--- config.mk ---
export PLATFORM = sky130hd
export DESIGN_NAME = lcd_sequencer
export DESIGN_NICKNAME = d
export VERILOG_FILES = /design/src/rtl/lcd_pkg.sv /design/src/rtl/ms_delay.sv /design/src/rtl/lcd_sequencer.sv
export SDC_FILE = /design/constraint.sdc
export NUM_CORES = 1
export LEC_CHECK = 0
export ABC_AREA = 1
export ABC_CLOCK_PERIOD_IN_PS = 5400
export CAP_MARGIN = 25
export CORE_MARGIN = 2
export CORE_UTILIZATION = 45
export CTS_CLUSTER_SIZE = 25
export DETAILED_ROUTE_END_ITERATION = 8
export PLACE_DENSITY = 0.81
export SLEW_MARGIN = 20
export SYNTH_ARGS = -nofsm -noshare
export SYNTH_HDL_FRONTEND = slang
export SYNTH_SLANG_ARGS = --single-unit
--- constraint.sdc ---
create_clock -name clk_1ms -period 5.4 [get_ports clk_1ms]
set_input_delay 0.54 -clock clk_1ms [delete_from_list [all_inputs] [get_ports clk_1ms]]
set_output_delay 0.54 -clock clk_1ms [all_outputs]
set_load 0.02 [all_outputs]
--- src/rtl/lcd_pkg.sv ---
// Shared constants and types for the HD44780 command/data sequencer.
package lcd_pkg;

  localparam logic [7:0] LCD_FUNCSET = 8'h38;
  localparam logic [7:0] LCD_DISPON  = 8'h0C;
  localparam logic [7:0] LCD_CLEAR   = 8'h01;
  localparam logic [7:0] LCD_ENTRY   = 8'h06;
  localparam logic [7:0] LCD_LINE1   = 8'h80;
  localparam logic [7:0] LCD_LINE2   = 8'hC0;

  localparam int INIT_STEPS = 7;

  typedef enum logic [2:0] {
    ST_PWRUP,
    ST_ISSUE,
    ST_WAIT_FIN,
    ST_DELAY,
    ST_NEXT,
    ST_READY,
    ST_DONE
  } state_t;

  // Command byte for each power-up initialisation step.
  function automatic logic [7:0] init_cmd(input logic [2:0] step);
    logic [7:0] cmd;
    case (step)
      3'd0, 3'd1, 3'd2, 3'd3: cmd = LCD_FUNCSET;
      3'd4:                   cmd = LCD_DISPON;
      3'd5:                   cmd = LCD_CLEAR;
      default:                cmd = LCD_ENTRY;
    endcase
    return cmd;
  endfunction

endpackage

--- src/rtl/ms_delay.sv ---
// Loadable down-counter; done is high whenever the count has drained to zero.
module ms_delay #(
  parameter int W = 8
) (
  input  logic         clk_1ms,
  input  logic         reset_n,
  input  logic         load,
  input  logic [W-1:0] load_val,
  output logic         done
);

  logic [W-1:0] cnt_q, cnt_d;

  always_comb begin
    cnt_d = cnt_q;
    if (load) begin
      cnt_d = load_val;
    end else if (cnt_q != '0) begin
      cnt_d = cnt_q - W'(1);
    end
  end

  always_ff @(posedge clk_1ms or negedge reset_n) begin
    if (!reset_n) begin
      cnt_q <= '0;
    end else begin
      cnt_q <= cnt_d;
    end
  end

  assign done = (cnt_q == '0);

endmodule

--- src/rtl/lcd_sequencer.sv ---
// HD44780 sequencer: power-up init in 8-bit 2-line mode, then full-screen
// rewrites from a latched 32-byte text vector, one write cycle at a time.
module lcd_sequencer
  import lcd_pkg::*;
#(
  parameter int PWRUP_MS        = 20,
  parameter int FUNCSET_WAIT_MS = 5,
  parameter int CLR_WAIT_MS     = 2,
  parameter int TIMEOUT_CYC     = 8
) (
  input  logic         clk_1ms,
  input  logic         reset_n,
  input  logic         upd_req,
  input  logic [255:0] text_in,
  input  logic         wr_finish,
  output logic         wr_enable,
  output logic         reg_sel,
  output logic [7:0]   lcd_data,
  output logic         ready,
  output logic         upd_done,
  output logic         fault
);

  // One cycle is spent loading the counter and one in ISSUE, so the first
  // wr_enable lands exactly PWRUP_MS cycles after entering PWRUP.
  localparam logic [7:0] PWRUP_LOAD = 8'(PWRUP_MS - 3);
  localparam logic [7:0] FUNCSET_W  = 8'(FUNCSET_WAIT_MS);
  localparam logic [7:0] CLR_W      = 8'(CLR_WAIT_MS);
  localparam logic [7:0] TIMEOUT_W  = 8'(TIMEOUT_CYC);

  state_t         state_q, state_d;
  logic [2:0]     step_q, step_d;
  logic           upd_q, upd_d;
  logic           cmd_q, cmd_d;
  logic [4:0]     idx_q, idx_d;
  logic [255:0]   text_q, text_d;
  logic           arm_q, arm_d;
  logic           wr_enable_q, wr_enable_d;
  logic           reg_sel_q, reg_sel_d;
  logic [7:0]     lcd_data_q, lcd_data_d;
  logic           ready_q, ready_d;
  logic           upd_done_q, upd_done_d;
  logic           fault_q, fault_d;

  logic           dly_load, dly_done, wd_load, wd_done;
  logic [7:0]     dly_val, post_wait;
  logic [7:0]     text_bytes [32];

  for (genvar gi = 0; gi < 32; gi++) begin : g_bytes
    assign text_bytes[gi] = text_q[255 - 8*gi -: 8];
  end

  ms_delay #(.W(8)) u_delay (
    .clk_1ms (clk_1ms), .reset_n (reset_n),
    .load (dly_load), .load_val (dly_val), .done (dly_done)
  );

  ms_delay #(.W(8)) u_watchdog (
    .clk_1ms (clk_1ms), .reset_n (reset_n),
    .load (wd_load), .load_val (TIMEOUT_W), .done (wd_done)
  );

  always_comb begin
    post_wait = 8'd0;
    if (!upd_q) begin
      case (step_q)
        3'd0:    post_wait = FUNCSET_W;
        3'd1:    post_wait = 8'd1;
        3'd5:    post_wait = CLR_W;
        default: post_wait = 8'd0;
      endcase
    end
  end

  always_comb begin
    state_d     = state_q;
    step_d      = step_q;
    upd_d       = upd_q;
    cmd_d       = cmd_q;
    idx_d       = idx_q;
    text_d      = text_q;
    arm_d       = arm_q;
    reg_sel_d   = reg_sel_q;
    lcd_data_d  = lcd_data_q;
    fault_d     = fault_q;
    wr_enable_d = 1'b0;
    dly_load    = 1'b0;
    dly_val     = 8'd0;
    wd_load     = 1'b0;

    case (state_q)
      ST_PWRUP: begin
        if (!arm_q) begin
          dly_load = 1'b1;
          dly_val  = PWRUP_LOAD;
          arm_d    = 1'b1;
        end else if (dly_done) begin
          arm_d   = 1'b0;
          state_d = ST_ISSUE;
        end
      end
      ST_ISSUE: begin
        wr_enable_d = 1'b1;
        wd_load     = 1'b1;
        state_d     = ST_WAIT_FIN;
        if (!upd_q) begin
          reg_sel_d  = 1'b0;
          lcd_data_d = init_cmd(step_q);
        end else if (cmd_q) begin
          reg_sel_d  = 1'b0;
          lcd_data_d = (idx_q == 5'd0) ? LCD_LINE1 : LCD_LINE2;
        end else begin
          reg_sel_d  = 1'b1;
          lcd_data_d = text_bytes[idx_q];
        end
      end
      ST_WAIT_FIN: begin
        if (wr_finish) begin
          if (post_wait != 8'd0) begin
            dly_load = 1'b1;
            dly_val  = post_wait - 8'd1;
            state_d  = ST_DELAY;
          end else begin
            state_d = ST_NEXT;
          end
        end else if (wd_done) begin
          fault_d = 1'b1;
          step_d  = 3'd0;
          upd_d   = 1'b0;
          state_d = ST_PWRUP;
        end
      end
      ST_DELAY: begin
        if (dly_done) state_d = ST_NEXT;
      end
      ST_NEXT: begin
        if (!upd_q) begin
          if (step_q == 3'(INIT_STEPS - 1)) begin
            state_d = ST_READY;
          end else begin
            step_d  = step_q + 3'd1;
            state_d = ST_ISSUE;
          end
        end else if (cmd_q) begin
          // The index only crosses into line 2 once the 0xC0 command is out.
          cmd_d   = 1'b0;
          idx_d   = (idx_q == 5'd15) ? 5'd16 : idx_q;
          state_d = ST_ISSUE;
        end else if (idx_q == 5'd31) begin
          state_d = ST_DONE;
        end else begin
          if (idx_q == 5'd15) cmd_d = 1'b1;
          else                idx_d = idx_q + 5'd1;
          state_d = ST_ISSUE;
        end
      end
      ST_READY: begin
        if (upd_req) begin
          text_d  = text_in;
          idx_d   = 5'd0;
          cmd_d   = 1'b1;
          upd_d   = 1'b1;
          state_d = ST_ISSUE;
        end
      end
      ST_DONE: state_d = ST_READY;
      default: state_d = ST_PWRUP;
    endcase

    ready_d    = (state_d == ST_READY);
    upd_done_d = (state_d == ST_DONE);
  end

  always_ff @(posedge clk_1ms or negedge reset_n) begin
    if (!reset_n) begin
      state_q     <= ST_PWRUP;
      step_q      <= 3'd0;
      upd_q       <= 1'b0;
      cmd_q       <= 1'b0;
      idx_q       <= 5'd0;
      text_q      <= '0;
      arm_q       <= 1'b0;
      wr_enable_q <= 1'b0;
      reg_sel_q   <= 1'b0;
      lcd_data_q  <= 8'd0;
      ready_q     <= 1'b0;
      upd_done_q  <= 1'b0;
      fault_q     <= 1'b0;
    end else begin
      state_q     <= state_d;
      step_q      <= step_d;
      upd_q       <= upd_d;
      cmd_q       <= cmd_d;
      idx_q       <= idx_d;
      text_q      <= text_d;
      arm_q       <= arm_d;
      wr_enable_q <= wr_enable_d;
      reg_sel_q   <= reg_sel_d;
      lcd_data_q  <= lcd_data_d;
      ready_q     <= ready_d;
      upd_done_q  <= upd_done_d;
      fault_q     <= fault_d;
    end
  end

  assign wr_enable = wr_enable_q;
  assign reg_sel   = reg_sel_q;
  assign lcd_data  = lcd_data_q;
  assign ready     = ready_q;
  assign upd_done  = upd_done_q;
  assign fault     = fault_q;

endmodule

# --- Word level (Yosys, flattened, before mapping) ---
# Index checks and enable logic that the tools add are counted.
totals:
  elab_cells: 127
  ff_bits: 299
op_classes:
  order_cmp: 1
  eq_ne: 25
  mux: 59
  bitwise_logic: 2
  add_sub_neg: 5
  reduce_logical: 20
op_table:
  columns: ["operator", "count"]
  rows:
  - ["$mux 8", 11]
  - ["$mux 3", 15]
  - ["$bmux 8 s5", 1]
  - ["$mux 5", 7]
  - ["$eq 3x3->1 const B", 8]
  - ["$reduce_bool 8->1", 3]
  - ["$sub 8x1->8 const B", 3]
  - ["$pmux 3 s7", 1]
  - ["$pmux 6 s3", 1]
  - ["$logic_not 8->1", 2]
  - ["$pmux 8 s2", 1]
  - ["$mux 1", 15]
  - ["$eq 3x2->1 const B", 4]
  - ["$ne 2x2->1 const B", 5]
  - ["$pmux 5 s2", 1]
  - ["$reduce_bool 2->1", 5]
  - ["$ne 3x3->1 const B", 3]
  - ["$pmux 3 s3", 1]
  - ["$mux 7", 1]
  - ["$eq 3x1->1 const B", 2]
  - ["$ge 6x6->1 const B", 1]
  - ["$logic_not 3->1", 2]
  - ["$not 5->6", 1]
  - ["$pmux 1 s2", 3]
  - ["other kinds (14)", 15]

# --- Longest topological paths before layout ---
# Gate-level depths: netlist of the first run.
logic_depth:
  depth_word: 8
  mapped_depth: 15
  depth_no_buf: 13

# --- Modules after synthesis ---
# Synthesis of the first run repeated with hierarchy kept, for this count alone.
unflattened:
  cells_unflattened: 1960
  area_unflattened_um2: 14860.5
modules_own_cells:
  columns: ["mod", "area_each_um2", "cells_per_inst", "n_inst"]
  rows:
  - ["lcd_sequencer", 13810.7, 1815, 1]
  - ["ms_delay at u_delay", 531.8, 71, 1]
  - ["ms_delay at u_watchdog", 518.0, 74, 1]

# --- Worst setup path before layout of the first run ---
# No wires, ideal clock.
synth_path:
  path_kind: "reg2reg"
  start: "register idx_q[3]"
  end: "register idx_q[2]"
  path_slack_ps: 3273
  t_required_ps: 5272
  setup_time_ps: 128
  t_arrival_ps: 1999
  period_less_slack_ps: 2127
  stages_incl_launch_ff: 13
  path_cell_list: "dfrtp_1 > buf_2 > buf_1 > inv_1 > nor3_1 > ha_1 > o21ai_0 > o211ai_1 > nand2_1 > and2_1 > buf_4 > nand2_1 > a22oi_2"
synth_via:
  elab_chain_cells: 3
  elab_cells_between_ends: 6
  classes_between: "5 x eq/ne; 1 x reduce/logical"
synth_lines:
  columns: ["item", "line_no", "rtl"]
  rows:
  - ["start: declaration", "lcd_sequencer.sv:35", "logic [4:0] idx_q, idx_d;"]
  - ["start signal: assignment", "lcd_sequencer.sv:194", "idx_q <= idx_d;"]
  - ["$eq 5x4->1 / $eq 5x5->1 (equally long branches)", "lcd_sequencer.sv:147, lcd_sequencer.sv:152, lcd_sequencer.sv:149", null]
  - ["$ne 3x3->1 (no line)", null, null]
  - ["$reduce_and 6->1 (no line) (*)", null, null]
# Mark *: on every way between the ends. The rest lies on a longest branch, timed or not.
# A chain may end at the register's enable or synchronous reset.

# --- Final worst setup path of the first run ---
layout_path:
  start: "register idx_q[2]"
  end: "register ready_q (netlist: ready)"
layout_via:
  elab_chain_cells: 6
layout_lines:
  columns: ["item", "line_no", "rtl"]
  rows:
  - ["$eq 5x5->1", "lcd_sequencer.sv:149", "end else if (idx_q == 5'd31) begin"]
  - ["$mux 3", "lcd_sequencer.sv:149", null]
  - ["$mux 3", "lcd_sequencer.sv:144", "end else if (cmd_q) begin"]
  - ["$mux 3", "lcd_sequencer.sv:137", "if (!upd_q) begin"]
  - ["$pmux 3 s7", "lcd_sequencer.sv:91", "case (state_q)"]
  - ["$eq 3x3->1", "lcd_sequencer.sv:170", "ready_d = (state_d == ST_READY);"]
  - ["via ready_d", "lcd_sequencer.sv:41", "logic ready_q, ready_d;"]
  - ["end signal: assignment", "lcd_sequencer.sv:200", "ready_q <= ready_d;"]
  - ["end: declaration", "lcd_sequencer.sv:41", null]
# The timed path passes the listed nets, and every way through them passes these cells.

==> reports/qor.json, run 1 <==
{
  "pin_count": {"value": 273},
  "coreArea": {"value": 0.0325, "unit": "mm2"},
  "ant_nets": {"value": 0},
  "post-route-util": {"value": 0.574},
  "port-buffer-count": {"value": 272},
  "die_area": {"value": 0.0343, "unit": "mm2"},
  "timing_hold_violations_final": {"value": 0},
  "arrival": {"value": 3470, "unit": "ps"},
  "viasPerCell": {"value": 5.23},
  "num-nets-final": {"value": 2397},
  "num_vias": {"value": 13600},
  "clock_skew": {"value": 14.2, "unit": "ps"},
  "number_of_clock_buffers_inserted_by_tritoncts": {"value": 31},
  "place.detailed.hpwl": {"value": 31100, "unit": "um"},
  "period_needed": {"value": 3010, "unit": "ps"},
  "netlist.area_leader.share": {"value": 0.507},
  "grt_remaining_overflow": {"value": 0},
  "data_required_critical_path": {"value": 5860, "unit": "ps"},
  "class_of_the_worst_hold_path": {"value": "reg -> reg"},
  "setup-violations-final": {"value": 0},
  "post_cts.repair.setup_buffers": {"value": 0},
  "drt_iter0_drc": {"value": 1322},
  "pd_cells": {"value": 525, "unit": "mW/mm2"},
  "tightest_slew": {"value": 998, "unit": "ps"},
  "grt_antenna_before_repair": {"value": 2},
  "ys_dominant_reg_cell": {"value": "sky130_fd_sc_hd__dfrtp_1"},
  "run_status": {"value": "complete, no violations"},
  "synth.ff_latch_count": {"value": 299},
  "synthTopCellsByCount": {"value": "sky130_fd_sc_hd__nand2_1 (672), sky130_fd_sc_hd__dfrtp_1 (299), sky130_fd_sc_hd__inv_1 (243), sky130_fd_sc_hd__nand3_1 (141), sky130_fd_sc_hd__o21ai_0 (131)"},
  "vdd.ir_drop.worst": {"value": 0.320, "unit": "mV"},
  "syn_area_per_cell": {"value": 7.70, "unit": "um2"},
  "drc": {"value": 0},
  "yosys.cell_types.count": {"value": 34},
  "routability_cong": {"value": 0.933},
  "timing.fmax": {"value": 332, "unit": "MHz"},
  "max_slew_headroom_at_the_worst_pin": {"value": 0.335},
  "die-height": {"value": 185, "unit": "um"},
  "die-width": {"value": 185, "unit": "um"},
  "htree_num_levels": {"value": 1},
  "critical_path.startpoint_type": {"value": "register"},
  "total_power": {"value": 9.78, "unit": "mW"},
  "static-leakage-power": {"value": 8.92, "unit": "nW"},
  "setup_repair_after_global_routing_missed_its_margin": {"value": "false"},
  "final_critical_path_setup_slack": {"value": 2390, "unit": "ps"},
  "drt_pass_1_iters": {"value": 5},
  "total_number_of_placement_rows": {"value": 66},
  "yosys_warnings": {"value": 0},
  "clock_tree_from_tritoncts": {"value": "built"},
  "synth.most_common_cell": {"value": "sky130_fd_sc_hd__nand2_1"},
  "maxCapViolCount": {"value": 0},
  "clock_sinks": {"value": 299},
  "synth.net_count": {"value": 2192},
  "drive_above_1_share": {"value": 0.0405},
  "final.period_utilization": {"value": 0.558},
  "hold_slack": {"value": 470, "unit": "ps"},
  "pin_count_of_the_biggest_net_entering_global_routing": {"value": 199},
  "synth_async_sr_flop_share": {"value": 1.00},
  "synth.top_cells.by_area": {"value": "sky130_fd_sc_hd__dfrtp_1 (51%), sky130_fd_sc_hd__nand2_1 (17%), sky130_fd_sc_hd__inv_1 (6.2%), sky130_fd_sc_hd__nand3_1 (4.8%), sky130_fd_sc_hd__o21ai_0 (4.4%)"},
  "clk-insertion-delay-late": {"value": 560, "unit": "ps"},
  "yosysTopAreaCell": {"value": "sky130_fd_sc_hd__dfrtp_1"},
  "drv_slew": {"value": 0},
  "synth_area": {"value": 0.0148, "unit": "mm2"},
  "setup-tns-final": {"value": 0, "unit": "ps"},
  "critical_path_class": {"value": "reg -> reg"},
  "clockRootBuffer": {"value": "sky130_fd_sc_hd__clkbuf_16"},
  "vias_in_the_first_global_route": {"value": 13400},
  "layout_filler_cell_count": {"value": 2857},
  "grtUsageTotal": {"value": 0.259},
  "edff_count_synth": {"value": 0},
  "hold_path_depth": {"value": 2},
  "netlist_instances": {"value": 1918},
  "grt_first_pass_wirelength": {"value": 69600, "unit": "um"},
  "sort_of_element_at_the_end_of_the_critical_path": {"value": "register"},
  "route.detailed.wl_per_inst": {"value": 17.1, "unit": "um"},
  "floorplan.initialDensity": {"value": 0.455},
  "ctsLongestPathBuffers": {"value": 3},
  "dp_worst_setup_slack": {"value": 2390, "unit": "ps"},
  "worst-r2r-cell-count": {"value": 12},
  "proportion_of_synthesized_chip_area_in_sequential_cells": {"value": 0.507},
  "clock_pin_slew_worst_setup_and_hold_paths": {"value": 60, "unit": "ps"},
  "routed_wirelength": {"value": 44300, "unit": "um"},
  "area_growth_from_synthesis_to_final_layout": {"value": 26.0, "unit": "%"},
  "path_max_fanout": {"value": 20}
}
critical path: stages (launching register included):
cell and delay [ps]:
sky130_fd_sc_hd__dfrtp_1 840, sky130_fd_sc_hd__inv_1 580, sky130_fd_sc_hd__nor3_1 500, sky130_fd_sc_hd__ha_1 250, sky130_fd_sc_hd__inv_1 50, sky130_fd_sc_hd__nor2_1 90
sky130_fd_sc_hd__nand2_1 80, sky130_fd_sc_hd__nor2_1 170, sky130_fd_sc_hd__inv_1 60, sky130_fd_sc_hd__nand4_1 80, sky130_fd_sc_hd__nor2_1 90, sky130_fd_sc_hd__nand3_1 80
sky130_fd_sc_hd__nor2_1 50
path summary, 6_finish.rpt:
path,end,from,slack [ps]
worst max-delay path,ready$_DFF_PN0_,idx_q[2]$_DFFE_PN0P_,2390
worst min-delay path,fault$_DFFE_PN0P_,fault$_DFFE_PN0P_,470
worst max register to register,ready$_DFF_PN0_,idx_q[2]$_DFFE_PN0P_,2390
worst min register to register,fault$_DFFE_PN0P_,fault$_DFFE_PN0P_,470
max in group asynchronous,idx_q[0]$_DFFE_PN0P_,reset_n,3650
min in group asynchronous,text_bytes[229]$_DFFE_PN0P_,reset_n,550
per-layer routing:
metal  wire length [um]  track usage
met1              19000        0.357
met2              19400        0.402
met3               3690       0.0452
met4               2220        0.115
met5                  0            0
cell families (layout without fill, tap and decap cells):
logic type | after synthesis | after routing | synth area share
buf+inv | 363 | 592 | 0.109
xor+xnor | 9 | 9 | 0.00534
other cells | 0 | 2 | 0
simple gates | 894 | 894 | 0.245
compound gates | 339 | 339 | 0.123
fa+ha+maj | 14 | 14 | 0.0119
flops | 299 | 299 | 0.507
placed cells by master, fill, tap and decap left out, drive strengths merged, types with 2 or more instances in the layout:
cell / count
nand2: 674
dfrtp: 299
clkdlybuf4s50: 271
inv: 251
o21ai: 237
nand3: 142
nor2: 56
a21oi: 54
clkbuf: 44
o211ai: 39
ha: 14
buf: 11
clkinv: 9
nor3: 8
or2: 6
nand4: 6
xnor2: 5
xor2: 4
bufinv: 4
o22ai: 3
diode: 2
and2: 2
cell type report:
cell class,instances,area [um2],share of cell area
well taps,442,553,0.0297
clock inverters,13,175,0.00941
repair buffers,283,2860,0.154
flip-flops and latches,299,7490,0.402
inverters,252,953,0.0512
clock buffers,44,895,0.0481
multi-input cells,1256,5690,0.305
diodes,2,5.00,0.000269
power by group:
part	switching (mW)	total [mW]	internal, mW
Clock	0.900	2.24	1.34
Combinational	2.46	3.85	1.39
Sequential	0.538	3.69	3.16
Total	3.90	9.78	5.89
metrics by stage:
| step | cells | instance area (um2) |
|---|---|---|
| after CTS | 2588 | 18600 |
| final | 2591 | 18600 |
| after global routing | 2590 | 18600 |
| after detailed placement | 2530 | 17500 |
| after global placement | 2530 | 17500 |
| after floorplan | 1918 | 14800 |
sequential cells by signal, indices dropped and copies added (netlist names):
signal / count
wr_enable: 1
upd_q: 1
state_q: 3
cmd_q: 1
lcd_data: 8
text_bytes: 256
u_delay.cnt_q: 8
step_q: 3
reg_sel: 1
upd_done: 1
arm_q: 1
ready: 1
idx_q: 5
fault: 1
u_watchdog.cnt_q: 8
repair_timing:
| item | in CTS | in global routing |
|---|---|---|
| hold buffers | 1 | 0 |
| hold endpoints to repair | 75 | 0 |
| gates resized for setup | 0 | 0 |
No activity file was read; power rests on OpenSTA's default activity.
==> inputs of run 2 (changes only) <==
Settings changed: ABC_CLOCK_PERIOD_IN_PS 5400 to 2600, PLACE_DENSITY 0.81 to 0.84.
Clock period 5.4 ns to 2.6 ns, I/O delays scaled along.
==> reports/qor.json, run 2 (synthesis gave the netlist of run 1 again) <==
{
  "crit_start": {"value": "step_q[0]$_DFFE_PN0P_"},
  "ctsLongestPathBuffers": {"value": 3},
  "drt_iter0_drc": {"value": 1163},
  "largest_reg_flops": {"value": 256},
  "routed_wirelength": {"value": 43200, "unit": "um"},
  "vias_in_the_first_global_route": {"value": 13600},
  "critical_path.startpoint_type": {"value": "register"},
  "sort_of_element_at_the_end_of_the_critical_path": {"value": "register"},
  "grt_first_pass_wirelength": {"value": 68900, "unit": "um"},
  "class_of_the_worst_hold_path": {"value": "in -> reg"},
  "setup-tns-final": {"value": 0, "unit": "ps"},
  "area_growth_from_synthesis_to_final_layout": {"value": 27.6, "unit": "%"},
  "setup_repair_after_global_routing_missed_its_margin": {"value": "false"},
  "mostFrequentLayoutCell": {"value": "sky130_fd_sc_hd__nand2_1"},
  "arrival": {"value": 2650, "unit": "ps"},
  "floorplan.initialDensity": {"value": 0.455},
  "ant_nets": {"value": 0},
  "num_vias": {"value": 13600},
  "final.period_utilization": {"value": 0.869},
  "post_cts.repair.setup_buffers": {"value": 0},
  "worst-r2r-cell-count": {"value": 13},
  "critical_path_class": {"value": "reg -> reg"},
  "clock_skew": {"value": 21.4, "unit": "ps"},
  "drv_slew": {"value": 0},
  "r2r-end": {"value": "u_delay.cnt_q[0]$_DFFE_PN0P_"},
  "pd_cells": {"value": 1080, "unit": "mW/mm2"},
  "maxCapViolCount": {"value": 0},
  "clock_sinks": {"value": 299},
  "drt_pass_1_iters": {"value": 5},
  "layout_filler_cell_count": {"value": 2789},
  "clock_tree_from_tritoncts": {"value": "built"},
  "grtUsageTotal": {"value": 0.255},
  "place.detailed.hpwl": {"value": 30200, "unit": "um"},
  "grt_remaining_overflow": {"value": 0},
  "die-height": {"value": 185, "unit": "um"},
  "drc": {"value": 0},
  "hold_slack": {"value": 286, "unit": "ps"},
  "die-width": {"value": 185, "unit": "um"},
  "timing_hold_violations_final": {"value": 0},
  "static-leakage-power": {"value": 9.02, "unit": "nW"},
  "path_max_fanout": {"value": 8},
  "number_of_clock_buffers_inserted_by_tritoncts": {"value": 34},
  "vdd.ir_drop.worst": {"value": 0.664, "unit": "mV"},
  "setup-violations-final": {"value": 0},
  "routability_cong": {"value": 0.882},
  "clock_pin_slew_worst_setup_and_hold_paths": {"value": 60, "unit": "ps"},
  "tightest_slew": {"value": 787, "unit": "ps"},
  "dp_worst_setup_slack": {"value": 432, "unit": "ps"},
  "post-route-util": {"value": 0.581},
  "timing.fmax": {"value": 442, "unit": "MHz"},
  "rrSetupSlack": {"value": 340, "unit": "ps"},
  "viasPerCell": {"value": 5.22},
  "coreArea": {"value": 0.0325, "unit": "mm2"},
  "run_status": {"value": "complete, no violations"},
  "die_area": {"value": 0.0343, "unit": "mm2"},
  "worst_r2r_startpoint": {"value": "step_q[0]$_DFFE_PN0P_"},
  "max_slew_headroom_at_the_worst_pin": {"value": 0.475},
  "critical_path.endpoint": {"value": "u_delay.cnt_q[0]$_DFFE_PN0P_"},
  "drive_above_1_share": {"value": 0.0467},
  "pin_count_of_the_biggest_net_entering_global_routing": {"value": 117},
  "most_frequent_cells_in_the_layout": {"value": "sky130_fd_sc_hd__nand2_1 (672), sky130_fd_sc_hd__dfrtp_1 (297), sky130_fd_sc_hd__clkdlybuf4s50_1 (271)"},
  "multi_input_comb_area": {"value": 0.00569, "unit": "mm2"},
  "htree_num_levels": {"value": 2},
  "pin_count": {"value": 273},
  "data_required_critical_path": {"value": 2990, "unit": "ps"},
  "sequential_cell_area": {"value": 0.00749, "unit": "mm2"},
  "port-buffer-count": {"value": 272},
  "grt_antenna_before_repair": {"value": 2},
  "hold_path.startpoint": {"value": "text_in[174]"},
  "num-nets-final": {"value": 2417},
  "clk-insertion-delay-late": {"value": 510, "unit": "ps"},
  "total_power": {"value": 20.4, "unit": "mW"},
  "final_critical_path_setup_slack": {"value": 340, "unit": "ps"},
  "clockRootBuffer": {"value": "sky130_fd_sc_hd__clkbuf_16"},
  "period_needed": {"value": 2260, "unit": "ps"},
  "route.detailed.wl_per_inst": {"value": 16.6, "unit": "um"},
  "total_number_of_placement_rows": {"value": 66}
}
-- run 2: cell count changes in the layout (fill, tap and decap cells not counted) --
cell / change
sky130_fd_sc_hd__clkbuf_8: -1
sky130_fd_sc_hd__buf_4: +10
sky130_fd_sc_hd__bufinv_16: -4
sky130_fd_sc_hd__clkinv_2: -4
sky130_fd_sc_hd__clkinv_4: -1
sky130_fd_sc_hd__buf_6: -1
sky130_fd_sc_hd__inv_6: -1
sky130_fd_sc_hd__diode_2: -1
sky130_fd_sc_hd__clkbuf_1: +4
sky130_fd_sc_hd__buf_12: +9
sky130_fd_sc_hd__buf_16: -1
sky130_fd_sc_hd__clkinvlp_4: +2
sky130_fd_sc_hd__clkbuf_16: +6
-- run 2: where the power goes --
part / switching [mW] / leakage (nW) / total (mW) / internal (mW)
combinational: 5.34 / 5.20 / 8.35 / 3.01
clock: 1.85 / 0.519 / 4.61 / 2.76
sequential: 0.858 / 3.30 / 7.42 / 6.56
-- run 2: per-stage QoR --
stage | area (um2) | std cells
global route | 18800 | 2607
detailed placement | 17700 | 2548
global placement | 17700 | 2548
floorplan | 14800 | 1918
finish | 18800 | 2608
CTS | 18800 | 2607
-- run 2: metal layers --
| metal | up-vias | global-route usage | routed length, um |
|---|---|---|---|
| li1 | 6464 | - | - |
| met1 | 6408 | 0.336 | 18100 |
| met2 | 616 | 0.422 | 20200 |
| met3 | 117 | 0.0407 | 3270 |
| met4 | 2 | 0.0997 | 1660 |
| met5 | - | 0 | 12 |
-- run 2: final cells by class --
| class | count | area share |
|---|---|---|
| well taps | 442 | 0.0294 |
| multi-input cells | 1256 | 0.302 |
| flip-flops and latches | 299 | 0.398 |
| inverters | 252 | 0.0506 |
| clock inverters | 5 | 0.00173 |
| repair buffers | 300 | 0.163 |
| diodes | 1 | 0.000133 |
| clock buffers | 53 | 0.0555 |
-- run 2: how the worst min path moves through the flow --
stage,to,cells past startpoint
floorplan,arm_q$_DFFE_PN0P_,0
global placement,text_bytes[228]$_DFFE_PN0P_,1
detailed placement,text_bytes[241]$_DFFE_PN0P_,1
CTS,text_bytes[174]$_DFFE_PN0P_,3
global route,text_bytes[26]$_DFFE_PN0P_,3
finish,text_bytes[174]$_DFFE_PN0P_,3
-- run 2: critical path, cell delays in order, from the launching register on --
cell	delay [ps]
sky130_fd_sc_hd__dfrtp_1	370
sky130_fd_sc_hd__inv_1	100
sky130_fd_sc_hd__ha_1	250
sky130_fd_sc_hd__o21ai_0	280
sky130_fd_sc_hd__nor2_1	120
sky130_fd_sc_hd__inv_1	110
sky130_fd_sc_hd__ha_1	150
sky130_fd_sc_hd__nand2_1	70
sky130_fd_sc_hd__nand2_2	160
sky130_fd_sc_hd__nand2_2	120
sky130_fd_sc_hd__nor2_4	160
sky130_fd_sc_hd__inv_2	80
sky130_fd_sc_hd__o21ai_0	80
sky130_fd_sc_hd__o21ai_1	90
-- run 2: repair_timing --
item / 4_1_cts / 5_1_grt
resized for setup: 0 / 0
endpoints found under the setup margin: 0 / 0
hold endpoints to repair: 78 / 0
hold buffers: 1 / 0
